### src/rtl/fetch_buffer_if.sv
// fetch_buffer_if -- handshake bundle between fetch, the fetch buffer and rename.
//   enq_valid/enq_ready/enq_pc/enq_instr : fetch -> buffer
//   deq_valid/deq_ready/deq_pc/deq_instr : buffer -> rename
// Modports:
//   slave  : the buffer
//   master : the fetch/rename environment driving it
interface fetch_buffer_if #(
  parameter int XLEN = 32
);
  logic            enq_valid;
  logic            enq_ready;
  logic [XLEN-1:0] enq_pc;
  logic [XLEN-1:0] enq_instr;
  logic            deq_valid;
  logic            deq_ready;
  logic [XLEN-1:0] deq_pc;
  logic [XLEN-1:0] deq_instr;

  modport slave (
    input  enq_valid, enq_pc, enq_instr, deq_ready,
    output enq_ready, deq_valid, deq_pc, deq_instr
  );

  modport master (
    output enq_valid, enq_pc, enq_instr, deq_ready,
    input  enq_ready, deq_valid, deq_pc, deq_instr
  );
endinterface

### src/rtl/fetch_buffer.sv
// fetch_buffer -- in-order instruction buffer between fetch and rename.
// Absorbs fetch bursts, presents one {pc, instr} per cycle to rename, and
// squashes every buffered entry in one cycle on a mispredict flush.
// Ports:
//   clk       : clock, rising edge
//   reset     : synchronous, active-low reset (overrides flush/handshakes)
//   flush     : mispredict squash, clears pointers and blocks handshakes
//   bus       : fetch_buffer_if.slave (enq_* from fetch, deq_* to rename)
//   count     : current occupancy
//   flush_cnt : saturating count of flush cycles since reset
// Optional feature: define FETCH_BUFFER_BYPASS_EN to let an instruction pass
// combinationally from enq to deq when the buffer is empty.
module fetch_buffer #(
  parameter int DEPTH = 8,
  parameter int XLEN  = 32,
  parameter int CNT_W = 16
) (
  input  logic                     clk,
  input  logic                     reset,
  input  logic                     flush,
  fetch_buffer_if.slave            bus,
  output logic [$clog2(DEPTH):0]   count,
  output logic [CNT_W-1:0]         flush_cnt
);
  localparam int AW = $clog2(DEPTH);
  localparam int PW = AW + 1;

  logic [XLEN-1:0] mem_pc    [DEPTH];
  logic [XLEN-1:0] mem_instr [DEPTH];
  logic [PW-1:0]   head, tail;
  logic            full, empty;
  logic            bypass;
  logic            enq_fire, deq_fire;

  // Extra pointer MSB distinguishes full from empty when the indices match.
  assign full  = (head[AW-1:0] == tail[AW-1:0]) && (head[AW] != tail[AW]);
  assign empty = (head == tail);
  assign count = tail - head;

`ifdef FETCH_BUFFER_BYPASS_EN
  assign bypass = empty && bus.enq_valid && bus.deq_ready && !flush;
`else
  assign bypass = 1'b0;
`endif

  assign bus.enq_ready = !full && !flush;
  assign bus.deq_valid = (!empty || bypass) && !flush;
  assign bus.deq_pc    = bypass ? bus.enq_pc    : mem_pc[head[AW-1:0]];
  assign bus.deq_instr = bypass ? bus.enq_instr : mem_instr[head[AW-1:0]];

  // A bypassed instruction is handed straight to rename, so neither pointer moves.
  assign enq_fire = bus.enq_valid && bus.enq_ready && !bypass;
  assign deq_fire = bus.deq_valid && bus.deq_ready && !bypass;

  // Storage is never cleared; only the pointers define valid entries.
  always_ff @(posedge clk) begin
    if (enq_fire) begin
      mem_pc[tail[AW-1:0]]    <= bus.enq_pc;
      mem_instr[tail[AW-1:0]] <= bus.enq_instr;
    end
  end

  always_ff @(posedge clk) begin
    if (!reset) begin
      head      <= '0;
      tail      <= '0;
      flush_cnt <= '0;
    end else if (flush) begin
      head <= '0;
      tail <= '0;
      if (flush_cnt != {CNT_W{1'b1}})
        flush_cnt <= flush_cnt + 1'b1;
    end else begin
      if (enq_fire) tail <= tail + 1'b1;
      if (deq_fire) head <= head + 1'b1;
    end
  end
endmodule

### src/flat_wrapper.sv
// flat-port wrapper written by rule: the top's interface ports become plain ports
module fetch_buffer_flat 
#(
  parameter int DEPTH = 8,
  parameter int XLEN  = 32,
  parameter int CNT_W = 16
)
  (clk, reset, flush, count, flush_cnt, bus_enq_valid, bus_enq_pc, bus_enq_instr, bus_deq_ready, bus_enq_ready, bus_deq_valid, bus_deq_pc, bus_deq_instr);
  fetch_buffer_if #(.XLEN(XLEN)) bus_i ();
  input  logic clk;
  input  logic reset;
  input  logic flush;
  output logic [$clog2(DEPTH):0] count;
  output logic [CNT_W-1:0] flush_cnt;
  input wire logic [$bits(bus_i.enq_valid)-1:0] bus_enq_valid;
  input wire logic [$bits(bus_i.enq_pc)-1:0] bus_enq_pc;
  input wire logic [$bits(bus_i.enq_instr)-1:0] bus_enq_instr;
  input wire logic [$bits(bus_i.deq_ready)-1:0] bus_deq_ready;
  output wire logic [$bits(bus_i.enq_ready)-1:0] bus_enq_ready;
  output wire logic [$bits(bus_i.deq_valid)-1:0] bus_deq_valid;
  output wire logic [$bits(bus_i.deq_pc)-1:0] bus_deq_pc;
  output wire logic [$bits(bus_i.deq_instr)-1:0] bus_deq_instr;
  assign bus_i.enq_valid = bus_enq_valid;
  assign bus_i.enq_pc = bus_enq_pc;
  assign bus_i.enq_instr = bus_enq_instr;
  assign bus_i.deq_ready = bus_deq_ready;
  assign bus_enq_ready = bus_i.enq_ready;
  assign bus_deq_valid = bus_i.deq_valid;
  assign bus_deq_pc = bus_i.deq_pc;
  assign bus_deq_instr = bus_i.deq_instr;
  fetch_buffer #(.DEPTH(DEPTH), .XLEN(XLEN), .CNT_W(CNT_W)) u_core (.clk(clk), .reset(reset), .flush(flush), .bus(bus_i), .count(count), .flush_cnt(flush_cnt));
endmodule
### config.mk
export PLATFORM = sky130hd
export DESIGN_NAME = fetch_buffer_flat
export DESIGN_NICKNAME = d
export VERILOG_FILES = /design/src/rtl/fetch_buffer_if.sv /design/src/rtl/fetch_buffer.sv /design/src/flat_wrapper.sv
export SDC_FILE = /design/constraint.sdc
export NUM_CORES = 1
export LEC_CHECK = 0
export ABC_AREA = 1
export BUFFER_PORTS_ARGS = -buffer_cell sky130_fd_sc_hd__buf_2
export CAP_MARGIN = 20
export CELL_PAD_IN_SITES_DETAIL_PLACEMENT = 1
export CELL_PAD_IN_SITES_GLOBAL_PLACEMENT = 2
export CORE_UTILIZATION = 37
export CTS_CLUSTER_SIZE = 20
export DETAILED_ROUTE_END_ITERATION = 10
export GPL_TIMING_DRIVEN = 0
export PLACE_DENSITY_LB_ADDON = 0.2
export SETUP_SLACK_MARGIN = 0.05
export SLEW_MARGIN = 20
export SYNTH_ARGS = -nofsm -noshare
export SYNTH_HDL_FRONTEND = slang
export SYNTH_SLANG_ARGS = --single-unit
### constraint.sdc
create_clock -name clk -period 5.6 [get_ports clk]
set_input_delay 0 -clock clk [delete_from_list [all_inputs] [get_ports clk]]
set_output_delay 0 -clock clk [all_outputs]
set_load 0.01 [all_outputs]
# ---- Word-level counts from Yosys, hierarchy flattened
# Memory sizes are Yosys's and may differ from the RTL's. A register that Yosys moved wholly into a read port is not among the register bits.
# Index checks and enable logic that the tools add are counted.
dict set report totals {
  ff_bits 24
  latchBits 0
  ram_bits 512
  romBits 0
  in_bits 69
  word_cells 30
  mem_count 2
}
# name depth word_bits read_ports rd_ports_with_merged_regs wr line_no
set memory_table {}
lappend memory_table {u_core.mem_instr 8 32 1 1 1 fetch_buffer.sv:29} ;# logic [XLEN-1:0] mem_instr [DEPTH];
lappend memory_table {u_core.mem_pc 8 32 1 1 1 fetch_buffer.sv:28} ;# logic [XLEN-1:0] mem_pc [DEPTH];
dict set report classes {
  n_addsub 4
  multipliers 0
  n_div 0
  n_lt_le_gt_ge 0
  eq_ne 4
  shifts 0
  n_mux 6
  bitwise 1
  n_reduce_logical 10
}
# cell n
set ops {}
lappend ops {{adder 16 x 1 -> 16 bit (second input constant)} 1}
lappend ops {{!= test 16 bit (second input constant)} 1}
lappend ops {{2-to-1 mux 3 bit} 4}
lappend ops {{adder 4 x 1 -> 4 bit (second input constant)} 2}
lappend ops {{logical AND 1 bit} 5}
lappend ops {{== test 4 bit} 1}
lappend ops {{subtractor 4 bit} 1}
lappend ops {{== test 3 bit} 1}
lappend ops {{logical NOT 1 bit} 3}
lappend ops {{2-to-1 mux 1 bit} 2}
lappend ops {{AND reduction 2 bit} 1}
lappend ops {{OR reduction 2 bit} 1}
lappend ops {{!= test 1 bit} 1}
lappend ops {{inverter 1 bit} 1}

# ---- Depth between registers and ports, before layout
# Gate-level depths: netlist of the first run.
dict set report depth {
  depth_word 7
  mapped_depth 10
  mapped_depth_nobuf 9
}

# ---- Worst setup path before layout of the first run
# No wires, ideal clock.
dict set report synth_timing {
  path_kind {reg2reg}
  from {register u_core.tail[0]}
  to {memory u_core.mem_instr[6][0] (enable)}
  t_arrival_ns 5.912
  required_time_ns 5.035
  setup_slack_ns -0.877
  stages_incl_launch_ff 8
  path_buffers 0
  synth_period_minus_slack_ns 6.477
  path_cell_list {dfxtp_1 -> inv_1 -> ha_1 -> inv_1 -> nor2_1 -> a21oi_1 -> nand3_1 -> nor3_1}
}
dict set report synth_via {
  elab_chain_cells 7
}
# item line_no
set synth_rtl {}
lappend synth_rtl {{start, declared} fetch_buffer.sv:30} ;# logic [PW-1:0] head, tail;
lappend synth_rtl {{start signal, assigned} fetch_buffer.sv:74} ;# if (enq_fire) tail <= tail + 1'b1;
lappend synth_rtl {{== test 3 bit} fetch_buffer.sv:36} ;# assign full = (head[AW-1:0] == tail[AW-1:0]) && (head[AW] != tail[AW]);
lappend synth_rtl {{logical AND 1 bit} fetch_buffer.sv:36}
lappend synth_rtl {{logical NOT 1 bit} fetch_buffer.sv:46} ;# assign bus.enq_ready = !full && !flush;
lappend synth_rtl {{logical AND 1 bit} fetch_buffer.sv:46}
lappend synth_rtl {{named net bus_enq_ready} flat_wrapper.sv:19} ;# output wire logic [$bits(bus_i.enq_ready)-1:0] bus_enq_ready;
lappend synth_rtl {{logical AND 1 bit} fetch_buffer.sv:52} ;# assign enq_fire = bus.enq_valid && bus.enq_ready && !bypass;
lappend synth_rtl {{2-to-1 mux 1 bit} fetch_buffer.sv:57} ;# if (enq_fire) begin
lappend synth_rtl {{2-to-1 mux 1 bit (implied by the code)} fetch_buffer.sv:59} ;# mem_instr[tail[AW-1:0]] <= bus.enq_instr;
lappend synth_rtl {{end, declared} fetch_buffer.sv:29}
# The timed path passes the listed nets, and every way through them passes these cells.

# ---- Final worst setup path of the first run
dict set report layout_timing {
  from {register u_core.tail[0]}
  to {memory u_core.mem_instr[0][7] (enable)}
}
dict set report layout_via {
  elab_chain_cells 7
}
# item line_no
set layout_rtl {}
lappend layout_rtl {{== test 3 bit} fetch_buffer.sv:36}
lappend layout_rtl {{logical AND 1 bit} fetch_buffer.sv:36}
lappend layout_rtl {{logical NOT 1 bit} fetch_buffer.sv:46}
lappend layout_rtl {{logical AND 1 bit} fetch_buffer.sv:46}
lappend layout_rtl {{logical AND 1 bit} fetch_buffer.sv:52}
lappend layout_rtl {{2-to-1 mux 1 bit} fetch_buffer.sv:57}
lappend layout_rtl {{2-to-1 mux 1 bit (implied by the code)} fetch_buffer.sv:59}
# Parallel ways exist; a longest one is shown, timed or not.

==> results of run 1 <==
## registers in the layout (all words and copies together) (netlist names), named ones only
name and cells:
u_core.flush_cnt 16, u_core.head 4, u_core.mem_instr 256, u_core.mem_pc 256, u_core.tail 4
## where the power goes
group	internal, mW	leakage, nW	switching (mW)
logic	0.112	3.79	0.190
clock network	2.04	0.853	1.58
registers	4.44	4.84	0.00848
## cell families (layout without fill, tap and decap cells)
group / Yosys count / count (layout) / share of synthesized area, %
AND/OR/NAND/NOR: 723 / 723 / 12.85
flip-flops: 539 / 539 / 74.01
AO/OA/AOI/OAI: 411 / 411 / 9.565
buffers and inverters: 132 / 514 / 2.927
adder cells (fa/ha/maj): 7 / 7 / 0.4422
XOR/XNOR: 5 / 5 / 0.2036
other: 0 / 2 / 0
## per-stage QoR
step / cell area, um2 / utilization [%] / TNS [ns] / worst slack [ns]
2_1_floorplan: 21510 / - / -98.82 / -0.5148
3_3_place_gp: 23230 / 40.34 / -1668.81 / -5.481
3_5_place_dp: 23960 / 41.61 / 0 / 2.278
4_1_cts: 26410 / 45.87 / 0 / 2.269
5_1_grt: 26420 / 45.88 / 0 / 2.079
6_report: 26420 / 45.88 / 0 / 2.319
## worst max path at each step
stage,from,end,slack [ns],cells after the start
after global placement,u_core.head[1]$_SDFFE_PP0P_,u_core.mem_instr[3][7]$_DFFE_PP_,-5.48,7
after floorplan,u_core.tail[0]$_SDFFE_PP0P_,u_core.mem_instr[3][0]$_DFFE_PP_,-0.51,7
final,u_core.tail[0]$_SDFFE_PP0P_,u_core.mem_instr[0][7]$_DFFE_PP_,2.32,9
after detailed placement,u_core.tail[0]$_SDFFE_PP0P_,u_core.mem_instr[0][8]$_DFFE_PP_,2.28,9
after CTS,u_core.tail[0]$_SDFFE_PP0P_,u_core.mem_instr[0][3]$_DFFE_PP_,2.27,9
after global routing,u_core.tail[0]$_SDFFE_PP0P_,u_core.mem_instr[0][7]$_DFFE_PP_,2.08,9
## per-layer routing
metal	vias to the layer above	GRT usage, %	share of wire, %
met3	70	2.985	4.0
li1	7054	-	-
met2	285	36.65	49
met1	7544	28.53	45
met5	-	0	0.065
met4	6	5.494	1.7
## worst register-to-register path: stages (launching register included)
cell and delay [ns]:
dfxtp_1 0.39, inv_1 0.15, ha_1 0.31, inv_1 0.08, nor2_1 0.08, a21oi_1 0.38
nand3_1 0.43, nor2_4 0.69, buf_16 0.25, buf_12 0.22
## cell type report
cell class,count,area [um2]
Fill cell,6119,31170
Sequential cell,539,15920
Multi-Input combinational cell,1146,5016
Timing Repair Buffer,273,2133
Clock buffer,76,1519
Tap cell,765,957.2
Buffer,102,516.7
Clock inverter,33,242.7
Inverter,30,112.6
Antenna cell,2,5.005
## synthesized netlist by cell type
cell type    n
buf_6       12
nand4_1      5
buf_2       23
nor2_1     433
buf_8        1
o21ai_0    256
a21oi_1     24
inv_1       28
buf_4        1
nor3_1       5
buf_1        5
nand3_1     25
inv_2        2
ha_1         6
dfxtp_1     27
o21ai_1    131
clkbuf_1    60
xor2_1       4
xnor2_1      1
fa_1         1
nand2_1    255
edfxtp_1   512
==> flow_summary.yaml, run 1 <==
global_route:
  grt_pass1_vias: 15768
  overflow: 0
  gr-usage-all-layers_pct: 21.41
  grt_max_degree: 21
  grt_pass1_wl_um: 95500
  antenna_found_initial: 5
route:
  vias_per_cell: 5.043
  ant_nets: 0
  vias: 14959
  initialDrtViolationCount: 820
  routed_wl_um: 63270
  drc: 0
  wire_per_inst_um: 21.33
  drtPass1Iterations: 4
floorplan:
  ios: 155
  core_um2: 57590
  initial_core_util_pct: 37.34
  die_w_um: 243.1
  dieArea_um2: 59090
  row_count: 88
  die_height_um: 243.1
worst_setup_path:
  crit_buf_inv: 4
  crit_arrival_ns: 3.60
  critPathSlowestCell: "nor2_4"
  crit_fanout: 20
  r2r_end: "u_core.mem_instr[0][7]$_DFFE_PP_"
  endpoint_kind: "register"
  r2r_slack_ns: 2.32
  cpMostUsedCell: "inv_1"
  r2r_start: "u_core.tail[0]$_SDFFE_PP0P_"
  worst_ep_required_time_ns: 5.92
  reg2reg_depth: 9
  critical_path_class: "reg -> reg"
  slowest_delay_ns: 0.68
  start_kind: "register"
  path_cells: "inv_1 -> ha_1 -> inv_1 -> nor2_1 -> a21oi_1 -> nand3_1 -> nor2_4 -> buf_16 -> buf_12"
  crit_family: "simple AND/OR/NAND/NOR gates"
yosys:
  syn_avg_cell_area_um2: 11.84
  synth_area_um2: 21500
  ys_types: 22
  synth-seq-cells: 539
  netlist_instances: 1817
  yosysTopAreaCellShare_pct: 71.50
  synth_fp_nets: 1893
  yosysWarningCount: 0
  synth_top_area_cell: "edfxtp_1"
  yosysSeqAreaShare_pct: 74.01
  yosys-top-cells-area: "edfxtp_1, nor2_1, o21ai_0, nand2_1, o21ai_1"
cts:
  clockRootBuffer: "clkbuf_16"
  postCtsSetupBuffers: 0
  cts_resized: 0
  cts_sinks: 539
  cts_tree: "yes"
  clock_path_buffers: 3
  numCtsBuffers: 58
  cts_hold_buf: 69
  clkLatencyLatePin_ns: 0.63
  cts.clk_slew.worst_paths_ns: 0.06
  h-tree-depth: 2
power:
  total_power_mw: 8.369
  p_leak_nw: 9.486
  p_per_area_nw_per_um2: 316.8
  vdd_ir_drop_max_uv: 255.0
sta:
  slew_violations: 0
  worst_pin_slew_ns: 0.9353
  final-setup-viol-count: 0
  finalHoldViolations: 0
  min_period_ns: 3.281
  maxSlewHeadroom_pct: 37.65
  skew_ns: 0.01861
  max_freq_mhz: 304.8
  period_share_pct: 58.59
  hold_ws_ns: 0.1846
  grt_setup_unrepaired: "false"
placement:
  io_buffers: 152
  dpl.cell_count: 2786
  gp_congestion: 0.7385
  dp_hpwl_um: 41610
final_layout:
  final-instance-count-excl-fill: 2966
  synthToLayoutAreaGrowth_pct: 22.85
  final_nets: 2226
  layout_common_cells: "edfxtp_1, nor2_1, o21ai_0"
  drive_above_1_share_pct: 14.78
  final_common_cell: "edfxtp_1"
outcome:
  status: "finished, final reports clean"
hold_path:
  hold_class: "in -> reg"
  hp-start: "bus_enq_pc[29]"
  hold_end: "u_core.mem_pc[1][29]$_DFFE_PP_"
  hold_path_depth: 2
job:
  drv_cap: 0
Note: power is estimated with default switching activity, not from simulation.
==> run 2: changes to the inputs <==
==> constraint.sdc (replaced) <==
create_clock -name clk -period 2.75 [get_ports clk]
set_input_delay 0 -clock clk [delete_from_list [all_inputs] [get_ports clk]]
set_output_delay 0 -clock clk [all_outputs]
set_load 0.01 [all_outputs]
==> flow_summary.yaml, run 2 (same netlist as run 1, synthesis figures left out) <==
outcome:
  status: "finished, final reports clean"
sta:
  skew_ns: 0.02702
  period_share_pct: 93.42
  final-setup-viol-count: 0
  slew_violations: 0
  finalWorstSetupSlack_ns: 0.1810
  maxSlewHeadroom_pct: 49.49
  max_freq_mhz: 389.3
  finalHoldViolations: 0
  min_period_ns: 2.569
  grt_setup_unrepaired: "true"
  worst_pin_slew_ns: 0.7559
placement:
  io_buffers: 152
  dp_hpwl_um: 40850
  placed_cell_area_um2: 24070
  gp_congestion: 0.7499
  pre_cts_ws_ns: -0.1146
  dpl.cell_count: 2771
worst_setup_path:
  worst_ep_required_time_ns: 2.75
  crit_family: "buffers and inverters"
  start_kind: "register"
  endpoint_kind: "output pin"
  cp.depth: 9
  slowest_delay_ns: 0.35
  crit_arrival_ns: 2.57
  critical_path_class: "reg -> out"
  critPathSlowestCell: "dfxtp_2"
  crit_fanout: 10
  path_cells: "inv_2 -> buf_4 -> buf_6 -> buf_2 -> nor2_1 -> o21ai_1 -> nand2_1 -> nand2_1 -> buf_2"
  crit_buf_inv: 5
  reg2reg_depth: 8
final_layout:
  synthToLayoutAreaGrowth_pct: 23.86
  final_common_cell: "edfxtp_1"
  fin_area_um2: 26640
  layout_common_cells: "edfxtp_1, nor2_1, o21ai_0"
  drive_above_1_share_pct: 16.19
  n_antenna_cell: 0
  final-instance-count-excl-fill: 2946
  fin_util_pct: 46.25
  final_nets: 2212
route:
  routed_wl_um: 62530
  vias_per_cell: 5.076
  drtPass1Iterations: 5
  drc: 0
  ant_nets: 0
  initialDrtViolationCount: 788
  vias: 14953
  wire_per_inst_um: 21.23
floorplan:
  die_height_um: 243.1
  die_w_um: 243.1
  core_um2: 57590
  row_count: 88
  dieArea_um2: 59090
  ios: 155
  initial_core_util_pct: 37.34
global_route:
  overflow: 0
  antenna_found_initial: 4
  grt_pass1_vias: 15744
  grt_pass1_wl_um: 94090
  grt_max_degree: 22
  gr-usage-all-layers_pct: 21.05
cts:
  cts_sinks: 539
  cts_tree: "yes"
  h-tree-depth: 2
  clkLatencyLatePin_ns: 0.61
  clock_path_buffers: 3
  cts.clk_slew.worst_paths_ns: 0.06
  numCtsBuffers: 58
  clockRootBuffer: "clkbuf_16"
power:
  p_per_area_nw_per_um2: 651.9
  p_int_mw: 13.75
  p_leak_nw: 9.604
  vdd_ir_drop_max_uv: 486.1
  clock_power_share_pct: 44.3
  power_frac_comb_pct: 3.6
  p_sw_mw: 3.611
  swShare_pct: 20.80
  total_power_mw: 17.36
  pwr-share-seq_pct: 52.1
hold_path:
  hold_class: "in -> reg"
  hold_path_depth: 2
job:
  drv_cap: 0
[run 2: cell types whose count changed in the layout (fill, tap and decap cells not counted), moves of 4 or more]
| cell | previous run | this run |
|---|---|---|
| dfxtp_1 | 27 | 22 |
| dfxtp_2 | 0 | 4 |
| buf_4 | 28 | 2 |
| buf_8 | 7 | 19 |
| bufinv_16 | 3 | 7 |
| clkbuf_2 | 0 | 23 |
| clkbuf_1 | 78 | 43 |
| buf_12 | 7 | 3 |
[run 2: stage by stage]
step,hold slack (ns),setup TNS [ns]
2_1_floorplan,0.09887,-90.41
3_3_place_gp,0.2688,-726.98
3_5_place_dp,0.2838,-1.357
4_1_cts,0.1688,0
5_1_grt,0.1892,-0.00005840
6_report,0.2043,0
[run 2: metal layers]
layer	global-route usage, %	wire (um)	part of all wire [%]
met4	6.474	1558	2.5
met3	2.808	2124	3.4
met5	0	51	0.082
met1	27.32	27840	45
met2	36.50	30950	49
[run 2: final cells by class]
type	count	area (um2)
Fill cell	6098	30950
Sequential cell	539	15920
Multi-Input combinational cell	1146	5119
Timing Repair Buffer	259	2132
Clock buffer	66	1481
Tap cell	765	957.2
Buffer	102	545.5
Clock inverter	39	359.1
Inverter	30	117.6
[run 2: final timing paths]
path | start | end | slack (ns)
setup / recovery | register | bus_deq_pc[2] | 0.18
setup reg to reg | u_core.tail[1]$_SDFFE_PP0P_ | u_core.mem_instr[0][8]$_DFFE_PP_ | 0.18
hold / removal | bus_enq_instr[2] | u_core.mem_instr[5][2]$_DFFE_PP_ | 0.20
hold reg to reg | u_core.head[3]$_SDFFE_PP0P_ | u_core.head[3]$_SDFFE_PP0P_ | 0.51
[run 2: power groups by stage]
stage                     Clock, mW  Combinational (mW)  Sequential (mW)
final                          7.69               0.623             9.06
after detailed placement          0               0.550             9.23
after global placement            0               0.512             9.23
after CTS                      7.85               0.632             9.06
after floorplan                   0               0.232             9.23
after global routing           8.09               0.691             9.06
[run 2: repair_timing]
item | CTS | global route
setup endpoints to repair | 76 | 61
pin swaps | 1 | 2
buffers inserted | 1 | 0
hold buffers | 69 | 0
endpoints found under the hold margin | 532 | 0
resized for setup | 11 | 29
==> run 3: changes to the inputs <==
--- a/config.mk
+++ b/config.mk
@@ -10,12 +10,14 @@
 export CAP_MARGIN = 20
 export CELL_PAD_IN_SITES_DETAIL_PLACEMENT = 1
 export CELL_PAD_IN_SITES_GLOBAL_PLACEMENT = 2
+export CORE_ASPECT_RATIO = 0.5
 export CORE_UTILIZATION = 37
 export CTS_CLUSTER_SIZE = 20
 export DETAILED_ROUTE_END_ITERATION = 10
 export GPL_TIMING_DRIVEN = 0
 export PLACE_DENSITY_LB_ADDON = 0.2
 export SETUP_SLACK_MARGIN = 0.05
+export SKIP_LAST_GASP = 1
 export SLEW_MARGIN = 20
 export SYNTH_ARGS = -nofsm -noshare
 export SYNTH_HDL_FRONTEND = slang
==> flow_summary.yaml, run 3 (same netlist as run 1, synthesis figures left out) <==
cts:
  cts.clk_slew.worst_paths_ns: 0.07
  clkLatencyLatePin_ns: 0.58
  cts_tree: "yes"
  cts_sinks: 539
  clock_path_buffers: 3
  clockRootBuffer: "clkbuf_16"
  numCtsBuffers: 50
  h-tree-depth: 2
global_route:
  grt_pass1_wl_um: 89600
  overflow: 0
  grt_pass1_vias: 15145
  grt_max_degree: 23
  gr-usage-all-layers_pct: 20.03
  antenna_found_initial: 0
final_layout:
  fin_util_pct: 45.96
  final_common_cell: "edfxtp_1"
  drive_above_1_share_pct: 15.93
  final-instance-count-excl-fill: 2946
  ff_latch_area_um2: 15930
  nFillCells: 6182
  synthToLayoutAreaGrowth_pct: 22.69
  layout_common_cells: "edfxtp_1, nor2_1, o21ai_0"
  multiInputGateArea_um2: 5119
  n_antenna_cell: 0
  final_nets: 2214
hold_path:
  hold_end: "u_core.mem_instr[0][19]$_DFFE_PP_"
  hold_class: "in -> reg"
  hp-start: "bus_enq_instr[19]"
  hold_path_depth: 2
floorplan:
  die_height_um: 172.5
  die_w_um: 342.9
  dieArea_um2: 59150
  core_um2: 57410
  row_count: 62
  initial_core_util_pct: 37.46
  ios: 155
worst_setup_path:
  crit_arrival_ns: 2.52
  slowest_delay_ns: 0.40
  critPathSlowestCell: "dfxtp_4"
  r2r_end: "u_core.mem_instr[7][11]$_DFFE_PP_"
  reg2reg_depth: 8
  path_cells: "inv_2 -> buf_4 -> buf_6 -> buf_2 -> nor2_1 -> o21ai_0 -> nand2_1 -> nand2_1 -> buf_2"
  crit_fanout: 10
  endpoint_kind: "output pin"
  worst_ep_required_time_ns: 2.75
  critical_path_class: "reg -> out"
  r2r_slack_ns: 0.32
  crit_family: "buffers and inverters"
  crit_buf_inv: 5
  start_kind: "register"
  r2r_start: "u_core.tail[1]$_SDFFE_PP0P_"
sta:
  slew_violations: 0
  skew_ns: 0.01324
  min_period_ns: 2.523
  finalWorstSetupSlack_ns: 0.2271
  maxSlewHeadroom_pct: 52.05
  max_freq_mhz: 396.4
  finalHoldViolations: 0
  final-setup-viol-count: 0
  worst_pin_slew_ns: 0.7193
  grt_setup_unrepaired: "false"
  period_share_pct: 91.74
route:
  vias: 14654
  routed_wl_um: 59070
  vias_per_cell: 4.974
  drc: 0
  wire_per_inst_um: 20.05
  ant_nets: 0
  drtPass1Iterations: 4
  initialDrtViolationCount: 852
placement:
  dpl.cell_count: 2770
  pre_cts_ws_ns: -0.08126
  io_buffers: 152
  dp_hpwl_um: 38400
  gp_congestion: 0.7249
outcome:
  status: "finished, final reports clean"
power:
  p_leak_nw: 9.477
  vdd_ir_drop_max_uv: 414.1
  clock_power_share_pct: 41.4
  swShare_pct: 20.87
  p_sw_mw: 3.441
  pwr-share-seq_pct: 54.9
  p_per_area_nw_per_um2: 624.9
  power_frac_comb_pct: 3.7
  p_int_mw: 13.05
job:
  drv_cap: 0
## run 3: cell types whose count changed in the layout (fill, tap and decap cells not counted), sizes merged
cell and change:
buf +6, bufinv -3, clkbuf +4, clkinv -10
clkinvlp -1, inv +1
## run 3: final cells by class
type                    instances  share of cell area, %
inverters                      30                 0.4458
well taps                     768                  3.642
plain buffers                 102                  2.053
clock buffers                  66                  5.051
multi-input cells            1146                  19.40
repair buffers                269                  8.199
clock inverters                26                 0.8441
flip-flops and latches        539                  60.36
## run 3: worst max-delay path by stage
| stage | startpoint | to | slack (ns) | depth (start not counted) |
|---|---|---|---|---|
| 6_report | register | bus_deq_instr[27] | 0.23 | 9 |
| 5_1_grt | register | bus_deq_instr[3] | 0.05 | 7 |
| 4_1_cts | register | bus_deq_instr[25] | 0.04 | 7 |
| 3_5_place_dp | u_core.tail[1]$_SDFFE_PP0P_ | u_core.mem_instr[1][16]$_DFFE_PP_ | -0.08 | 9 |
| 3_3_place_gp | u_core.tail[1]$_SDFFE_PP0P_ | u_core.mem_instr[3][13]$_DFFE_PP_ | -2.04 | 6 |
| 2_1_floorplan | u_core.tail[0]$_SDFFE_PP0P_ | u_core.mem_instr[6][0]$_DFFE_PP_ | -0.43 | 7 |
## run 3: power groups by stage
| stage | clock network, mW | registers [mW] | logic [mW] |
|---|---|---|---|
| after floorplan | 0 | 9.23 | 0.232 |
| final | 6.83 | 9.05 | 0.608 |
| after detailed placement | 0 | 9.23 | 0.543 |
| after global placement | 0 | 9.23 | 0.516 |
| after CTS | 6.96 | 9.05 | 0.621 |
| after global routing | 7.27 | 9.05 | 0.683 |
## run 3: through the flow
stage | hold WS, ns | TNS [ns] | cell area [um2] | power [mW]
2_1_floorplan | 0.09887 | -90.41 | 21680 | 9.464
3_3_place_gp | 0.2722 | -687.33 | 23400 | 9.746
3_5_place_dp | 0.2863 | -1.134 | 23980 | 9.771
4_1_cts | 0.2081 | 0 | 26260 | 16.63
5_1_grt | 0.2424 | 0 | 26380 | 17.00
6_report | 0.2383 | 0 | 26380 | 16.49
## run 3: timing repair
| action | 4_1_cts | 5_1_grt |
|---|---|---|
| endpoints found under the setup margin | 90 | 131 |
| hold buffers | 69 | 0 |
| cloned | 0 | 0 |
| setup buffers | 2 | 13 |
| pin swaps | 2 | 3 |
| resized for setup | 10 | 17 |
| endpoints found under the hold margin | 533 | 0 |
## run 3: routing by layer
layer  global-route usage, %  routed length, um
met1                   27.10              27830
met2                   34.41              28600
met3                   3.331               1886
met4                   3.324                747
met5                       0                  0
